$ cat src/rtl/sch_pkt_desc_rd.sv
// sch_pkt_desc_rd: credit-gated read engine for the scheduler descriptor FIFO.
// Define SCH_PKT_DESC_RD_STATS_EN to add dispatch/drop counters.
package meta_package;
   typedef struct packed {
      logic [7:0]  qid;
      logic [13:0] len;
      logic [9:0]  ptr;
   } sch_pkt_desc_type;
endpackage

module sch_pkt_desc_rd
   import meta_package::*;
#(
   parameter int CREDIT_NBITS = 4,
   parameter int INIT_CREDITS = 8
) (
   input  logic                   clk,
   input  logic                   rst_n,
   input  logic                   enable,
   input  logic                   flush,
   input  logic                   fifo_empty,
   input  sch_pkt_desc_type       fifo_dout,
   output logic                   fifo_rd,
   output logic                   desc_valid,
   input  logic                   desc_ready,
   output sch_pkt_desc_type       desc,
   input  logic                   credit_ret,
   output logic [CREDIT_NBITS:0]  credit_cnt,
   output logic                   flush_done,
   output logic                   busy
`ifdef SCH_PKT_DESC_RD_STATS_EN
   ,
   output logic [31:0]            disp_cnt,
   output logic [31:0]            drop_cnt
`endif
);

   localparam int CW = CREDIT_NBITS + 1;
   localparam logic [CW-1:0] CRED_MAX  = CW'(1) << CREDIT_NBITS;
   localparam logic [CW-1:0] CRED_INIT = CW'(INIT_CREDITS);
   localparam logic [CW-1:0] CRED_ONE  = CW'(1);

   typedef enum logic [1:0] {
      IDLE,
      RUN,
      FLUSH
   } state_t;

   state_t state;

   logic has_room;
   logic run_pop;
   logic flush_pop;
   logic accept;

   assign has_room = ~desc_valid | desc_ready;
   assign accept   = desc_valid & desc_ready;

   always_comb begin
      fifo_rd = 1'b0;
      unique case (1'b1)
         (state == RUN):
            fifo_rd = ~fifo_empty & (credit_cnt != '0) & has_room;
         (state == FLUSH):
            fifo_rd = ~fifo_empty;
         default:
            fifo_rd = 1'b0;
      endcase
   end

   assign run_pop   = fifo_rd & (state == RUN);
   assign flush_pop = fifo_rd & (state == FLUSH);

   assign busy = (state != IDLE) | desc_valid;

   always_ff @(posedge clk or negedge rst_n) begin
      if (!rst_n) begin
         state      <= IDLE;
         desc_valid <= 1'b0;
         desc       <= '0;
         credit_cnt <= CRED_INIT;
         flush_done <= 1'b0;
      end else begin
         flush_done <= 1'b0;
         unique case (state)
            IDLE: begin
               if (flush)
                  state <= FLUSH;
               else if (enable)
                  state <= RUN;
            end
            RUN: begin
               if (flush)
                  state <= FLUSH;
               else if (!enable)
                  state <= IDLE;
            end
            FLUSH: begin
               if (!flush && fifo_empty && !fifo_rd) begin
                  state      <= IDLE;
                  flush_done <= 1'b1;
               end
            end
            default: state <= IDLE;
         endcase

         // a pending output survives mode changes until accepted
         if (run_pop) begin
            desc       <= fifo_dout;
            desc_valid <= 1'b1;
         end else if (accept) begin
            desc_valid <= 1'b0;
         end

         unique case ({run_pop, credit_ret})
            2'b10:
               credit_cnt <= credit_cnt - CRED_ONE;
            2'b01:
               if (credit_cnt != CRED_MAX)
                  credit_cnt <= credit_cnt + CRED_ONE;
            default: ;
         endcase
      end
   end

`ifdef SCH_PKT_DESC_RD_STATS_EN
   always_ff @(posedge clk or negedge rst_n) begin
      if (!rst_n) begin
         disp_cnt <= '0;
         drop_cnt <= '0;
      end else begin
         if (accept)
            disp_cnt <= disp_cnt + 32'd1;
         if (flush_pop)
            drop_cnt <= drop_cnt + 32'd1;
      end
   end
`else
   logic unused_flush_pop;
   assign unused_flush_pop = flush_pop;
`endif

`ifndef SYNTHESIS
   a_rd_empty: assert property (
      @(posedge clk) disable iff (!rst_n)
      !(fifo_rd && fifo_empty))
      else $error("sch_pkt_desc_rd: fifo_rd while fifo_empty");

   a_cred_ovf: assert property (
      @(posedge clk) disable iff (!rst_n)
      !(credit_ret && !run_pop && credit_cnt == CRED_MAX))
      else $error("sch_pkt_desc_rd: credit overflow");

   a_hold: assert property (
      @(posedge clk) disable iff (!rst_n)
      (desc_valid && !desc_ready) |=> $stable(desc))
      else $error("sch_pkt_desc_rd: desc changed while stalled");
`endif

endmodule

$ cat config.mk
export PLATFORM = sky130hd
export DESIGN_NAME = sch_pkt_desc_rd
export DESIGN_NICKNAME = d
export VERILOG_FILES = /design/src/rtl/sch_pkt_desc_rd.sv
export SDC_FILE = /design/constraint.sdc
export NUM_CORES = 1
export LEC_CHECK = 0
export CORE_ASPECT_RATIO = 0.5
export CORE_MARGIN = 2
export CORE_UTILIZATION = 25
export CTS_CLUSTER_DIAMETER = 120
export DETAILED_ROUTE_END_ITERATION = 10
export DONT_BUFFER_PORTS = 1
export PLACE_DENSITY_LB_ADDON = 0.25
export SETUP_SLACK_MARGIN = 0.02
export SKIP_LAST_GASP = 1
export SLEW_MARGIN = 20
export SYNTH_ARGS = -nofsm -noshare
export SYNTH_HDL_FRONTEND = slang
export SYNTH_SLANG_ARGS = --single-unit
export TNS_END_PERCENT = 1
$ cat constraint.sdc
create_clock -name clk -period 8.2 [get_ports clk]
set_input_delay 1.23 -clock clk [delete_from_list [all_inputs] [get_ports clk]]
set_output_delay 1.23 -clock clk [all_outputs]
set_load 0.01 [all_outputs]
Word-level counts from Yosys, hierarchy flattened --
Cells that the tools add are included. Widths: inputs -> output; s select.
Word-level totals: bits in registers 41, input bits 39, output and inout port bits 41, logic and storage cells 50
Operators by class: add/subtract/negate cells 2, eq/ne operators 9, mux-type cells 13, bitwise operators 8, reductions and logical operators 11
Operator list (number):
- $mux 2 | 5
- $pmux 5 s2 | 1
- $ne 3x3->1 const B | 2
- $pmux 2 s3 | 1
- $reduce_bool 2->1 | 3
- $add 5x1->5 const B | 1
- $mux 5 | 1
- $ne 5x5->1 const B | 1
- $reduce_bool 5->1 | 1
- $sub 5x1->5 const B | 1
- $and 1x1->1 | 4
- $eq 2x1->1 const B | 2
- $eq 2x2->1 const B | 2
- $mux 1 | 4
- $reduce_and 3->1 | 1
- $logic_and 1x1->1 | 2
- $logic_not 1->1 | 2
- $logic_not 2->1 | 1
- $ne 2x1->1 const B | 1
- $ne 2x2->1 const B | 1
- $not 1->1 | 2
- $or 1x1->1 | 2
- $pmux 1 s2 | 1
- $reduce_and 2->1 | 1

Longest topological paths before layout --
depth after elaboration 8, mapped depth 12, mapped depth without buffers 11

Worst setup path before layout --
OpenSTA, ideal clock, no wires.
path kind input to register, start input fifo_empty, end register credit_cnt[4], setup time 124 ps, arrival time 3214 ps, required time 8076 ps, setup slack 4862 ps, stages on the path 10, path buffers 1, cell sequence nand3b_4 -> a211oi_4 -> buf_6 -> inv_1 -> nand2_1 -> ha_1 -> a21o_1 -> a21oi_1 -> mux2i_1 -> a211o_2
On the way: cells in the longest elaborated chain, start to end 8, elaborated cells between the ends (all ways) 11, those cells by class eq/ne: 3; mux: 2; bitwise: 4; reduce/logical: 2
RTL lines:
- start, declared | line 21 | input logic fifo_empty,
- $not 1->1 (*) | line 63, 65
- $and 1x1->1 (2 in a row) | line 63 | fifo_rd = ~fifo_empty & (credit_cnt != '0) & has_room;
- $pmux 1 s2 (*) | line 61 | unique case (1'b1)
- $and 1x1->1 (*) | line 71 | assign run_pop = fifo_rd & (state == RUN);
- $eq 2x1->1 / $eq 2x2->1 (equally long branches) | line 115 | unique case ({run_pop, credit_ret})
- $ne 2x2->1 (no line) / $reduce_bool 2->1 (equally long branches)
- $reduce_and 2->1 (no line)
- end signal, assigned | line 117 | credit_cnt <= credit_cnt - CRED_ONE;
- end signal, assigned | line 120 | credit_cnt <= credit_cnt + CRED_ONE;
- end, declared | line 28 | output logic [CREDIT_NBITS:0] credit_cnt,
Every way passes the cells marked *; elsewhere a longest branch is shown, timed or not. A chain may end at the register's enable or synchronous reset.

Final worst setup path --
start input desc_ready, end register credit_cnt[4]
On the way: cells in the longest elaborated chain, start to end 7, elaborated cells between the ends (all ways) 10, those cells by class eq/ne: 3; mux: 2; bitwise: 3; reduce/logical: 2
RTL lines:
- start, declared | line 25 | input logic desc_ready,
- $or 1x1->1 (*) | line 56 | assign has_room = ~desc_valid | desc_ready;
- $and 1x1->1 (*) | line 63
- $pmux 1 s2 (*) | line 61
- $and 1x1->1 (*) | line 71
- $eq 2x1->1 / $eq 2x2->1 (equally long branches) | line 115
- $ne 2x2->1 (no line) / $reduce_bool 2->1 (equally long branches)
- $reduce_and 2->1 (no line)
Marks and branches as above.

==> flow_summary_export.csv <==
group,metric,value,unit
run_status,status,"complete, no violations",
clock_network,cts_root_buffer,"clkbuf_16",
detailed_routing,avgRoutedWirePerCell,15.8,µm
grt,grt_util_all_layers,9.51,%
clock_network,cts_num_sinks,41,
cells_and_area,nFillCells,725,
timing,timing.final.crit_share,40.2,%
hold_path,hold_class,"register to register",
detailed_routing,first_iter_violations,27,
clock_network,cts_buffer_depth,2,
detailed_routing,routed_wl,3.71,mm
timing,layout_min_cycle_time,3.30,ns
die,row_count,22,
synthesis,syn-num-nets,179,
timing,setup_violations,0,
grt,grt_pass1_wl,6.02,mm
cells_and_area,drive_gt1_share,33.1,%
synthesis,synth_edf_count,0,
critical_path,critPathRequiredTime,8.36,ns
grt,grt_pass1_vias,1144,
synthesis,avgSynthCellArea,14.1,µm²
synthesis,yosysSeqAreaShare,54.6,%
detailed_routing,ant_nets,0,
timing,skew,0.00204,ns
timing,maxSlewViolCount,0,
placed_design,numPortBuffers,0,
synthesis,netlist_area,0.00188,mm²
synthesis,yosysWarnings,0,
die,coreArea,0.00729,mm²
synthesis,ys.flop_type,"dfrtp_1",
power_and_ir_drop,ir_drop,0.0970,mV
cells_and_area,fin_util,28.9,%
clock_network,cts_buffers,5,
timing,grt_setup_unrepaired,"false",
placed_design,dpl_worst_slack,4.60,ns
critical_path,crit_path_end_kind,"register",
cells_and_area,design_area,0.00211,mm²
power_and_ir_drop,power_density,400,mW/mm²
critical_path,cp_max_fo,35,
synthesis,synth_cells,133,
cells_and_area,area_delta_synth_final,12.2,%
detailed_routing,num_vias,1026,
die,die_x,127,µm
timing,setup_ws,4.90,ns
job,drv_cap,0,
clock_network,cts_hold_buffers,0,
timing,worst_pin_slew,0.528,ns
clock_network,clk_pin_slew,0.06,ns
clock_network,cts-htree-levels,2,
power_and_ir_drop,power,844,µW
detailed_routing,drc,0,
critical_path,arrival,3.46,ns
synthesis,synth.distinct_cells,31,
die,die_y,65.3,µm
detailed_routing,vias_per_cell,4.37,
clock_network,cts_tree,"yes",
cells_and_area,n_antenna_cell,0,
timing,tns,0,ns
synthesis,async_reset_ff_share,100,%
synthesis,ys_seq_elements,41,
critical_path,crit_path_start_kind,"primary input",
critical_path,path_class,"primary input to register",
placed_design,dpl.hpwl,2.86,mm
power_and_ir_drop,p_leak,0.000925,µW
die,io_pins,80,
clock_network,cts_resized,0,
detailed_routing,drt_pass1_iterations,4,
grt,overflow,0,
placed_design,gp_congestion,0.696,
clock_network,postCtsSetupBuffers,0,
grt,grt_start_max_net_pins,42,
cells_and_area,nets,184,
timing,max_freq,303,MHz
timing,hold_violations,0,
grt,antenna_found_initial,0,
die,die_area,0.00827,mm²
clock_network,insertion_delay,0.27,ns
die,initial_core_util,25.8,%
placed_design,post_dp_cell_area,0.00197,mm²
timing,slew_headroom,64.5,%
[through the flow]
| step | std cells | hold WS [ns] |
|---|---|---|
| final | 235 | 0.527 |
| after global routing | 235 | 0.589 |
| after CTS | 235 | 0.527 |
| after detailed placement | 227 | 0.514 |
| after global placement | 227 | 0.499 |
| after floorplan | 133 | 0.475 |
[worst paths after layout]
kind | start | end | slack, ns | cells past startpoint
worst min register to register | state[1] | state[1] | 0.53 | 2
worst min-delay path | state[1] | state[1] | 0.53 | 2
worst max-delay path | desc_ready | credit_cnt[4] | 4.90 | 10
max in group asynchronous | rst_n | credit_cnt[3] | 7.37 | 0
worst max register to register | credit_cnt[1] | credit_cnt[4] | 5.10 | 10
min in group asynchronous | rst_n | desc[22] | 0.65 | 0
[flip-flops by register name, summed over array words and instances, names as in the netlist]
signal,count
desc_valid,1
state,2
credit_cnt,5
flush_done,1
desc,32
[cells in the final DEF, fill, tap and decap left out, types with 2 or more instances in the layout]
master and instances:
mux2i_1 2, ha_1 6, a21o_1 2, o21ai_0 3
xor2_1 2, nor2_1 3, nand2_1 5, a21oi_1 4
dfrtp_1 40, nand2b_1 5, a22o_1 3, clkbuf_1 3
clkbuf_16 5, inv_1 5, xnor2_1 2, mux2_2 32
[layer usage]
| metal | vias to the layer above | track usage (%) | part of all wire (%) | wire length (µm) |
|---|---|---|---|---|
| met5 | - | 0 | 0 | 0 |
| met3 | 7 | 2.77 | 4.2 | 157 |
| met2 | 20 | 16.5 | 54 | 2000 |
| met4 | 0 | 4.12 | 1.6 | 61 |
| li1 | 483 | - | - | - |
| met1 | 516 | 11.1 | 40 | 1500 |
[synthesized netlist by cell type, drive strengths merged, types with 3 or more instances]
library cell	count	area [µm²]
a21oi	4	20.0
a22o	3	26.3
buf	3	33.8
dfrtp	40	1000
ha	6	75.1
inv	5	18.8
mux2	33	375
nand2	5	18.8
nand2b	5	31.3
nor2	4	17.5
o21ai	3	15.0
[critical path: stages]
cell and delay (ns):
nor3b_2 0.34, a211oi_4 0.07, buf_4 0.29, inv_1 0.12
nand2_1 0.13, fa_1 0.43, a21o_1 0.17, a21oi_1 0.23
mux2i_1 0.11, a211o_2 0.33
[power by group]
group / switching (µW) / total, µW / internal, µW
Clock: 70.5 / 184 / 113
Sequential: 127 / 428 / 301
Combinational: 99.9 / 232 / 133
Total: 297 / 844 / 547
[area by class of cell]
| cell class | instances | area (µm²) | area share, % |
|---|---|---|---|
| multi-input cells | 84 | 801 | 37.9 |
| flip-flops and latches | 41 | 1030 | 48.7 |
| clock buffers | 8 | 136 | 6.46 |
| inverters | 5 | 18.8 | 0.889 |
| well taps | 96 | 120 | 5.69 |
| repair buffers | 1 | 7.51 | 0.356 |
[cell families after synthesis]
family / after synthesis / synth area share, %
buf+inv: 8 / 2.79
simple gates: 20 / 7.12
flops: 41 / 54.6
compound gates: 18 / 7.52
mux: 35 / 21.0
xor+xnor: 4 / 1.86
fa+ha+maj: 7 / 5.06
Note: power is estimated with default switching activity, not from simulation.
